==> src/rtl/hazard_fwd_ctrl_if.sv <==
// ID-stage hazard/forwarding bundle between the decode stage and hazard_fwd_ctrl.
// master = decode side driving ID fields, slave = the controller.
interface hazard_fwd_ctrl_if #(
  parameter int unsigned REGADDR_WIDTH  = 5,
  parameter int unsigned NUM_FWD_STAGES = 2,
  parameter int unsigned CNT_WIDTH      = 16
);
  localparam int unsigned SEL_W = $clog2(NUM_FWD_STAGES + 1);

  logic                     id_valid;
  logic [REGADDR_WIDTH-1:0] rs1_addr_id;
  logic [REGADDR_WIDTH-1:0] rs2_addr_id;
  logic                     rs1_used_id;
  logic                     rs2_used_id;
  logic [REGADDR_WIDTH-1:0] rd_addr_id;
  logic                     regs_write_id;
  logic                     mem_read_id;
  logic                     ext_stall;
  logic                     flush;
  logic                     perf_clr;
  logic                     stall_if_id;
  logic                     bubble_ex;
  logic [SEL_W-1:0]         forward_a;
  logic [SEL_W-1:0]         forward_b;
  logic [CNT_WIDTH-1:0]     perf_stall_cnt;

  modport master (
    output id_valid, rs1_addr_id, rs2_addr_id, rs1_used_id, rs2_used_id,
           rd_addr_id, regs_write_id, mem_read_id, ext_stall, flush, perf_clr,
    input  stall_if_id, bubble_ex, forward_a, forward_b, perf_stall_cnt
  );

  modport slave (
    input  id_valid, rs1_addr_id, rs2_addr_id, rs1_used_id, rs2_used_id,
           rd_addr_id, regs_write_id, mem_read_id, ext_stall, flush, perf_clr,
    output stall_if_id, bubble_ex, forward_a, forward_b, perf_stall_cnt
  );
endinterface

==> src/rtl/hazard_fwd_ctrl.sv <==
// Load-use hazard detection and registered forward-select generation for the RV32I pipeline.
// Tracks in-flight writers in a shift register aligned to EX, MEM, WB, ...
module hazard_fwd_ctrl #(
  parameter int unsigned REGADDR_WIDTH  = 5,
  parameter int unsigned NUM_FWD_STAGES = 2,
  parameter int unsigned LOAD_LATENCY   = 1,
  parameter int unsigned CNT_WIDTH      = 16
) (
  input  logic            clk,
  input  logic            rst_n,
  hazard_fwd_ctrl_if.slave bus
);
  localparam int unsigned N     = NUM_FWD_STAGES;
  localparam int unsigned SEL_W = $clog2(NUM_FWD_STAGES + 1);

  logic [N:1]               p_valid_q;
  logic [N:1]               p_wr_q;
  logic [N:1]               p_ld_q;
  logic [REGADDR_WIDTH-1:0] p_rd_q [1:N];

  logic [SEL_W-1:0]     fwd_a_q, fwd_a_d;
  logic [SEL_W-1:0]     fwd_b_q, fwd_b_d;
  logic [CNT_WIDTH-1:0] cnt_q, cnt_d;

  logic [N:1]               live;
  logic [REGADDR_WIDTH-1:0] rs_addr [0:1];
  logic [1:0]               rs_used;
  logic [SEL_W-1:0]         sel [0:1];
  logic [1:0]               rs_hz;
  logic                     found;
  logic                     hazard;
  logic                     stall;
  logic                     bubble;

  always_comb begin
    rs_addr[0] = bus.rs1_addr_id;
    rs_addr[1] = bus.rs2_addr_id;
    rs_used    = {bus.rs2_used_id, bus.rs1_used_id};
    for (int unsigned k = 1; k <= N; k++) begin
      live[k] = p_valid_q[k] & p_wr_q[k] & (p_rd_q[k] != '0);
    end
    found = 1'b0;
    rs_hz = '0;
    for (int unsigned s = 0; s < 2; s++) begin
      sel[s] = '0;
      found  = 1'b0;
      // Scan youngest first so a nearer writer masks an older load to the same rd.
      if (rs_used[s] && (rs_addr[s] != '0)) begin
        for (int unsigned k = 1; k <= N; k++) begin
          if (!found && live[k] && (p_rd_q[k] == rs_addr[s])) begin
            found     = 1'b1;
            sel[s]    = SEL_W'(k);
            rs_hz[s]  = p_ld_q[k] && (k <= LOAD_LATENCY);
          end
        end
      end
    end

    hazard = bus.id_valid & ~bus.flush & (|rs_hz);
    stall  = hazard & ~bus.ext_stall;
    bubble = (hazard | bus.flush) & ~bus.ext_stall;

    fwd_a_d = (bubble || !bus.id_valid) ? '0 : sel[0];
    fwd_b_d = (bubble || !bus.id_valid) ? '0 : sel[1];

    cnt_d = cnt_q;
    if (bus.perf_clr) begin
      cnt_d = '0;
    end else if (stall && (cnt_q != '1)) begin
      cnt_d = cnt_q + 1'b1;
    end
  end

  always_ff @(posedge clk or negedge rst_n) begin
    if (!rst_n) begin
      p_valid_q <= '0;
      p_wr_q    <= '0;
      p_ld_q    <= '0;
      for (int unsigned k = 1; k <= N; k++) begin
        p_rd_q[k] <= '0;
      end
      fwd_a_q <= '0;
      fwd_b_q <= '0;
      cnt_q   <= '0;
    end else if (!bus.ext_stall) begin
      for (int unsigned k = N; k >= 2; k--) begin
        p_valid_q[k] <= p_valid_q[k-1];
        p_wr_q[k]    <= p_wr_q[k-1];
        p_ld_q[k]    <= p_ld_q[k-1];
        p_rd_q[k]    <= p_rd_q[k-1];
      end
      p_valid_q[1] <= bus.id_valid & ~bubble;
      p_wr_q[1]    <= bus.regs_write_id;
      p_ld_q[1]    <= bus.mem_read_id;
      p_rd_q[1]    <= bus.rd_addr_id;
      fwd_a_q      <= fwd_a_d;
      fwd_b_q      <= fwd_b_d;
      cnt_q        <= cnt_d;
    end
  end

  assign bus.stall_if_id    = stall;
  assign bus.bubble_ex      = bubble;
  assign bus.forward_a      = fwd_a_q;
  assign bus.forward_b      = fwd_b_q;
  assign bus.perf_stall_cnt = cnt_q;
endmodule

==> src/flat_wrapper.sv <==
// flat-port wrapper written by rule: the top's interface ports become plain ports
module hazard_fwd_ctrl_flat 
#(
  parameter int unsigned REGADDR_WIDTH  = 5,
  parameter int unsigned NUM_FWD_STAGES = 2,
  parameter int unsigned LOAD_LATENCY   = 1,
  parameter int unsigned CNT_WIDTH      = 16
)
  (clk, rst_n, bus_id_valid, bus_rs1_addr_id, bus_rs2_addr_id, bus_rs1_used_id, bus_rs2_used_id, bus_rd_addr_id, bus_regs_write_id, bus_mem_read_id, bus_ext_stall, bus_flush, bus_perf_clr, bus_stall_if_id, bus_bubble_ex, bus_forward_a, bus_forward_b, bus_perf_stall_cnt);
  hazard_fwd_ctrl_if #(.REGADDR_WIDTH(REGADDR_WIDTH), .NUM_FWD_STAGES(NUM_FWD_STAGES), .CNT_WIDTH(CNT_WIDTH)) bus_i ();
  input  logic clk;
  input  logic rst_n;
  input wire logic [$bits(bus_i.id_valid)-1:0] bus_id_valid;
  input wire logic [$bits(bus_i.rs1_addr_id)-1:0] bus_rs1_addr_id;
  input wire logic [$bits(bus_i.rs2_addr_id)-1:0] bus_rs2_addr_id;
  input wire logic [$bits(bus_i.rs1_used_id)-1:0] bus_rs1_used_id;
  input wire logic [$bits(bus_i.rs2_used_id)-1:0] bus_rs2_used_id;
  input wire logic [$bits(bus_i.rd_addr_id)-1:0] bus_rd_addr_id;
  input wire logic [$bits(bus_i.regs_write_id)-1:0] bus_regs_write_id;
  input wire logic [$bits(bus_i.mem_read_id)-1:0] bus_mem_read_id;
  input wire logic [$bits(bus_i.ext_stall)-1:0] bus_ext_stall;
  input wire logic [$bits(bus_i.flush)-1:0] bus_flush;
  input wire logic [$bits(bus_i.perf_clr)-1:0] bus_perf_clr;
  output wire logic [$bits(bus_i.stall_if_id)-1:0] bus_stall_if_id;
  output wire logic [$bits(bus_i.bubble_ex)-1:0] bus_bubble_ex;
  output wire logic [$bits(bus_i.forward_a)-1:0] bus_forward_a;
  output wire logic [$bits(bus_i.forward_b)-1:0] bus_forward_b;
  output wire logic [$bits(bus_i.perf_stall_cnt)-1:0] bus_perf_stall_cnt;
  assign bus_i.id_valid = bus_id_valid;
  assign bus_i.rs1_addr_id = bus_rs1_addr_id;
  assign bus_i.rs2_addr_id = bus_rs2_addr_id;
  assign bus_i.rs1_used_id = bus_rs1_used_id;
  assign bus_i.rs2_used_id = bus_rs2_used_id;
  assign bus_i.rd_addr_id = bus_rd_addr_id;
  assign bus_i.regs_write_id = bus_regs_write_id;
  assign bus_i.mem_read_id = bus_mem_read_id;
  assign bus_i.ext_stall = bus_ext_stall;
  assign bus_i.flush = bus_flush;
  assign bus_i.perf_clr = bus_perf_clr;
  assign bus_stall_if_id = bus_i.stall_if_id;
  assign bus_bubble_ex = bus_i.bubble_ex;
  assign bus_forward_a = bus_i.forward_a;
  assign bus_forward_b = bus_i.forward_b;
  assign bus_perf_stall_cnt = bus_i.perf_stall_cnt;
  hazard_fwd_ctrl #(.REGADDR_WIDTH(REGADDR_WIDTH), .NUM_FWD_STAGES(NUM_FWD_STAGES), .LOAD_LATENCY(LOAD_LATENCY), .CNT_WIDTH(CNT_WIDTH)) u_core (.clk(clk), .rst_n(rst_n), .bus(bus_i));
endmodule
==> config.mk <==
export PLATFORM = sky130hd
export DESIGN_NAME = hazard_fwd_ctrl_flat
export DESIGN_NICKNAME = d
export VERILOG_FILES = /design/src/rtl/hazard_fwd_ctrl_if.sv /design/src/rtl/hazard_fwd_ctrl.sv /design/src/flat_wrapper.sv
export SDC_FILE = /design/constraint.sdc
export NUM_CORES = 1
export LEC_CHECK = 0
export BUFFER_PORTS_ARGS = -buffer_cell sky130_fd_sc_hd__buf_2
export CORE_ASPECT_RATIO = 0.5
export CORE_MARGIN = 2
export CORE_UTILIZATION = 49
export DETAILED_ROUTE_END_ITERATION = 10
export PLACE_DENSITY = 0.76
export SKIP_CTS_REPAIR_TIMING = 1
export SLEW_MARGIN = 0
export SYNTH_ARGS = -nofsm -noshare
export SYNTH_HDL_FRONTEND = slang
export SYNTH_SLANG_ARGS = --single-unit
==> constraint.sdc <==
create_clock -name clk -period 2.1 [get_ports clk]
set_clock_uncertainty 0.05 [all_clocks]
set_input_delay 0.105 -clock clk [delete_from_list [all_inputs] [get_ports clk]]
set_output_delay 0.105 -clock clk [all_outputs]
set_load 0.01 [all_outputs]
==> run_results.csv <==
group,metric,value,unit
synth,synth-edff-count,0,
layout,n_antenna_cell,0,
global_route,grt_max_degree,36,
cts,cts_buffers,5,
drt,wl,5.55,mm
layout,layout_common_cells,"buf_2, dfrtp_1, buf_4",
synth,synthCells,208,
power_and_ir_drop,p_int,1.14,mW
timing,finalSetupTns,-690,ps
global_route,antenna_found_initial,0,
floorplan,die_area,4830,um^2
floorplan,initial_core_util,52.2,%
drt,drc,0,
cts,clock_latency,290,ps
drt,via_count,1968,
timing,worst_slack,-138,ps
power_and_ir_drop,p_switching,0.414,mW
power_and_ir_drop,pwr_density_cell,537,nW/um^2
critical_path,critPathSlowestCell,"dfrtp_2",
floorplan,rows,16,
timing,worstMarginPinSlew,794,ps
placement,dp_hpwl,3.81,mm
timing,rsz0062_at_grt,"true",
cts,cts.sinks,35,
cts,cts_tree,"built",
synth,synth_top_area_cell,"dfrtp_1",
synth,syn_nets,234,
critical_path,cp-end-kind,"output port",
cts,cts.root.buffer_cell,"clkbuf_8",
critical_path,worst_ep_required_time,1950,ps
power_and_ir_drop,power_frac_clock,35.4,%
synth,ys_warn_count,0,
synth,yosys_most_used_dff,"dfrtp_1",
cts,htreeDepth,2,
power_and_ir_drop,ir_worst_vdd,0.388,mV
synth,synth_async_sr_flop_share,100,%
critical_path,crit_type,"flip-flop to output port",
layout,fin_nets,316,
synth,synth_seq_cells,35,
drt,dr.pass1.iters,5,
global_route,grt_overflow,0,
global_route,grt_pass1_vias,1790,
timing,period_share,107,%
critical_path,crit_arrival,2080,ps
timing,period_needed,2240,ps
layout,area_growth,38.1,%
synth,synth_top_area_share,41.9,%
timing,hold-worst-slack,3.12,ps
placement,globalplace.congestion,0.912,
timing,max_freq,447,MHz
timing,maxSlewViolCount,0,
critical_path,crit_fanout,5,
cts,cts_buffer_depth,2,
timing,maxSlewHeadroom,47.0,%
drt,ant_nets,0,
synth,netlist_area,2090,um^2
placement,port_buffers,46,
global_route,grt_pass1_wl,8.56,mm
floorplan,io-pin-count,47,
drt,wl_per_cell,16.1,um
power_and_ir_drop,pwr-share-seq,48.9,%
synth,syn_area_per_cell,10.0,um^2
synth,synth.area.top_cells,"dfrtp_1, xor2_1, mux2_2, o21ai_0, nand3_1",
floorplan,die_h,50.2,um
status,violations,"negative setup slack",
timing,finalSetupViolCount,8,
power_and_ir_drop,comb_power_share,15.7,%
drt,vias_per_cell,5.70,
layout,fill_cells,291,
worst_hold_path,min_path_type,"input port to flip-flop",
layout,drive_gt1_share,46.4,%
global_route,grt.total_usage,23.4,%
synth,seq_area_frac_synth,41.9,%
critical_path,cp-start-kind,"flip-flop",
floorplan,die_w,96.4,um
status,outcome,"complete, but fails checks",
synth,synth_cell_types,50,
power_and_ir_drop,finalPower,1.55,mW
power_and_ir_drop,p_leak,1.29,nW
floorplan,core_area,4000,um^2
critical_path,crit_chain,"xor2_1 -> nor3_1 -> nand3_1 -> o32a_4 -> buf_6 -> o21ai_2 -> buf_2",
drt,drt_iter0_markers,83,
layout,layout_commonest_cell,"buf_2",
power_and_ir_drop,swShare,26.7,%
flow_run,maxCapViolCount,0,
cts,clk_pin_slew_worst_paths,70,ps
timing,finalHoldViolCount,0,
critical_path,max_stage_delay,450,ps
registers in the layout (all words and copies together) (netlist names):
name / flops
u_core.bus.perf_stall_cnt: 16
u_core.p_wr_q: 2
u_core.p_valid_q: 2
u_core.bus.forward_b: 2
u_core.p_rd_q: 10
u_core.p_ld_q: 1
u_core.bus.forward_a: 2
cell type report:
type / count / area (um^2) / share of cell area, %
clock buffers: 8 / 100 / 3.47
inverters: 2 / 7.51 / 0.260
multi-input cells: 161 / 1270 / 44.0
flip-flops and latches: 35 / 880 / 30.5
well taps: 54 / 67.6 / 2.34
repair buffers: 85 / 561 / 19.4
routing by layer:
layer  vias up  routed length, um  global-route usage [%]
met5         -                  0                       0
met2        59               2760                    37.6
li1        935                  -                       -
met1       962               2430                    31.8
met3        12                281                    6.16
met4         0                 74                    5.40
power groups by stage:
stage          registers, mW  clock network (mW)  logic (mW)
6_report               0.757               0.548       0.244
5_1_grt                0.761               0.610       0.267
4_1_cts                0.752               0.560       0.216
3_5_place_dp           0.765                   0       0.216
3_3_place_gp           0.763                   0       0.208
2_1_floorplan          0.753                   0       0.124
path summary, 6_finish.rpt:
kind	startpoint	end	slack (ps)	cells after the start
worst max-delay path	u_core.p_rd_q[8]$_DFFE_PN0N_	bus_bubble_ex	-140	7
worst min-delay path	bus_rd_addr_id[4]	u_core.p_rd_q[9]$_DFFE_PN0N_	3	2
worst max register to register	u_core.p_rd_q[8]$_DFFE_PN0N_	u_core.bus.perf_stall_cnt[15]$_DFFE_PN0P_	-120	6
worst min register to register	u_core.bus.forward_b[1]$_DFFE_PN0N_	u_core.bus.forward_b[1]$_DFFE_PN0N_	440	2
max in group asynchronous	rst_n	u_core.p_rd_q[7]$_DFFE_PN0N_	1050	2
min in group asynchronous	rst_n	u_core.p_rd_q[1]$_DFFE_PN0N_	400	2
stage by stage:
| stage | cell area (um^2) | worst slack [ps] | utilization (%) | std cells |
|---|---|---|---|---|
| 2_1_floorplan | 2090 | 45.9 | - | 208 |
| 3_3_place_gp | 2530 | -61.9 | 63.1 | 325 |
| 3_5_place_dp | 2530 | -92.7 | 63.1 | 325 |
| 4_1_cts | 2630 | -166 | 65.6 | 333 |
| 5_1_grt | 2890 | -209 | 72.1 | 345 |
| 6_report | 2890 | -138 | 72.1 | 345 |
worst max-delay path: cells and delay by family (launching register included):
kind	cells	cell delay (ps)
AOI/OAI and AO/OA	2	480
DFF	1	450
and+or+nand+nor	2	420
buffers and inverters	2	270
xor gates and xnor gates	1	170
Yosys cell counts, types with 5 or more instances:
cell,instances
a21oi_1,10
dfrtp_1,35
mux2_2,14
nand2_1,16
nand3_1,12
nor2_1,6
nor3_1,6
o21ai_0,13
or3_1,5
xor2_1,19
kinds of logic (layout without fill, tap and decap cells):
| family | Yosys count | count (layout) | synth area share, % |
|---|---|---|---|
| compound gates | 45 | 45 | 15.3 |
| xor+xnor | 23 | 23 | 9.64 |
| fa+ha+maj | 1 | 1 | 0.599 |
| buf+inv | 12 | 95 | 3.41 |
| flops | 35 | 35 | 41.9 |
| mux | 16 | 16 | 8.50 |
| simple gates | 76 | 76 | 20.6 |
No activity file was read; power rests on OpenSTA's default activity.
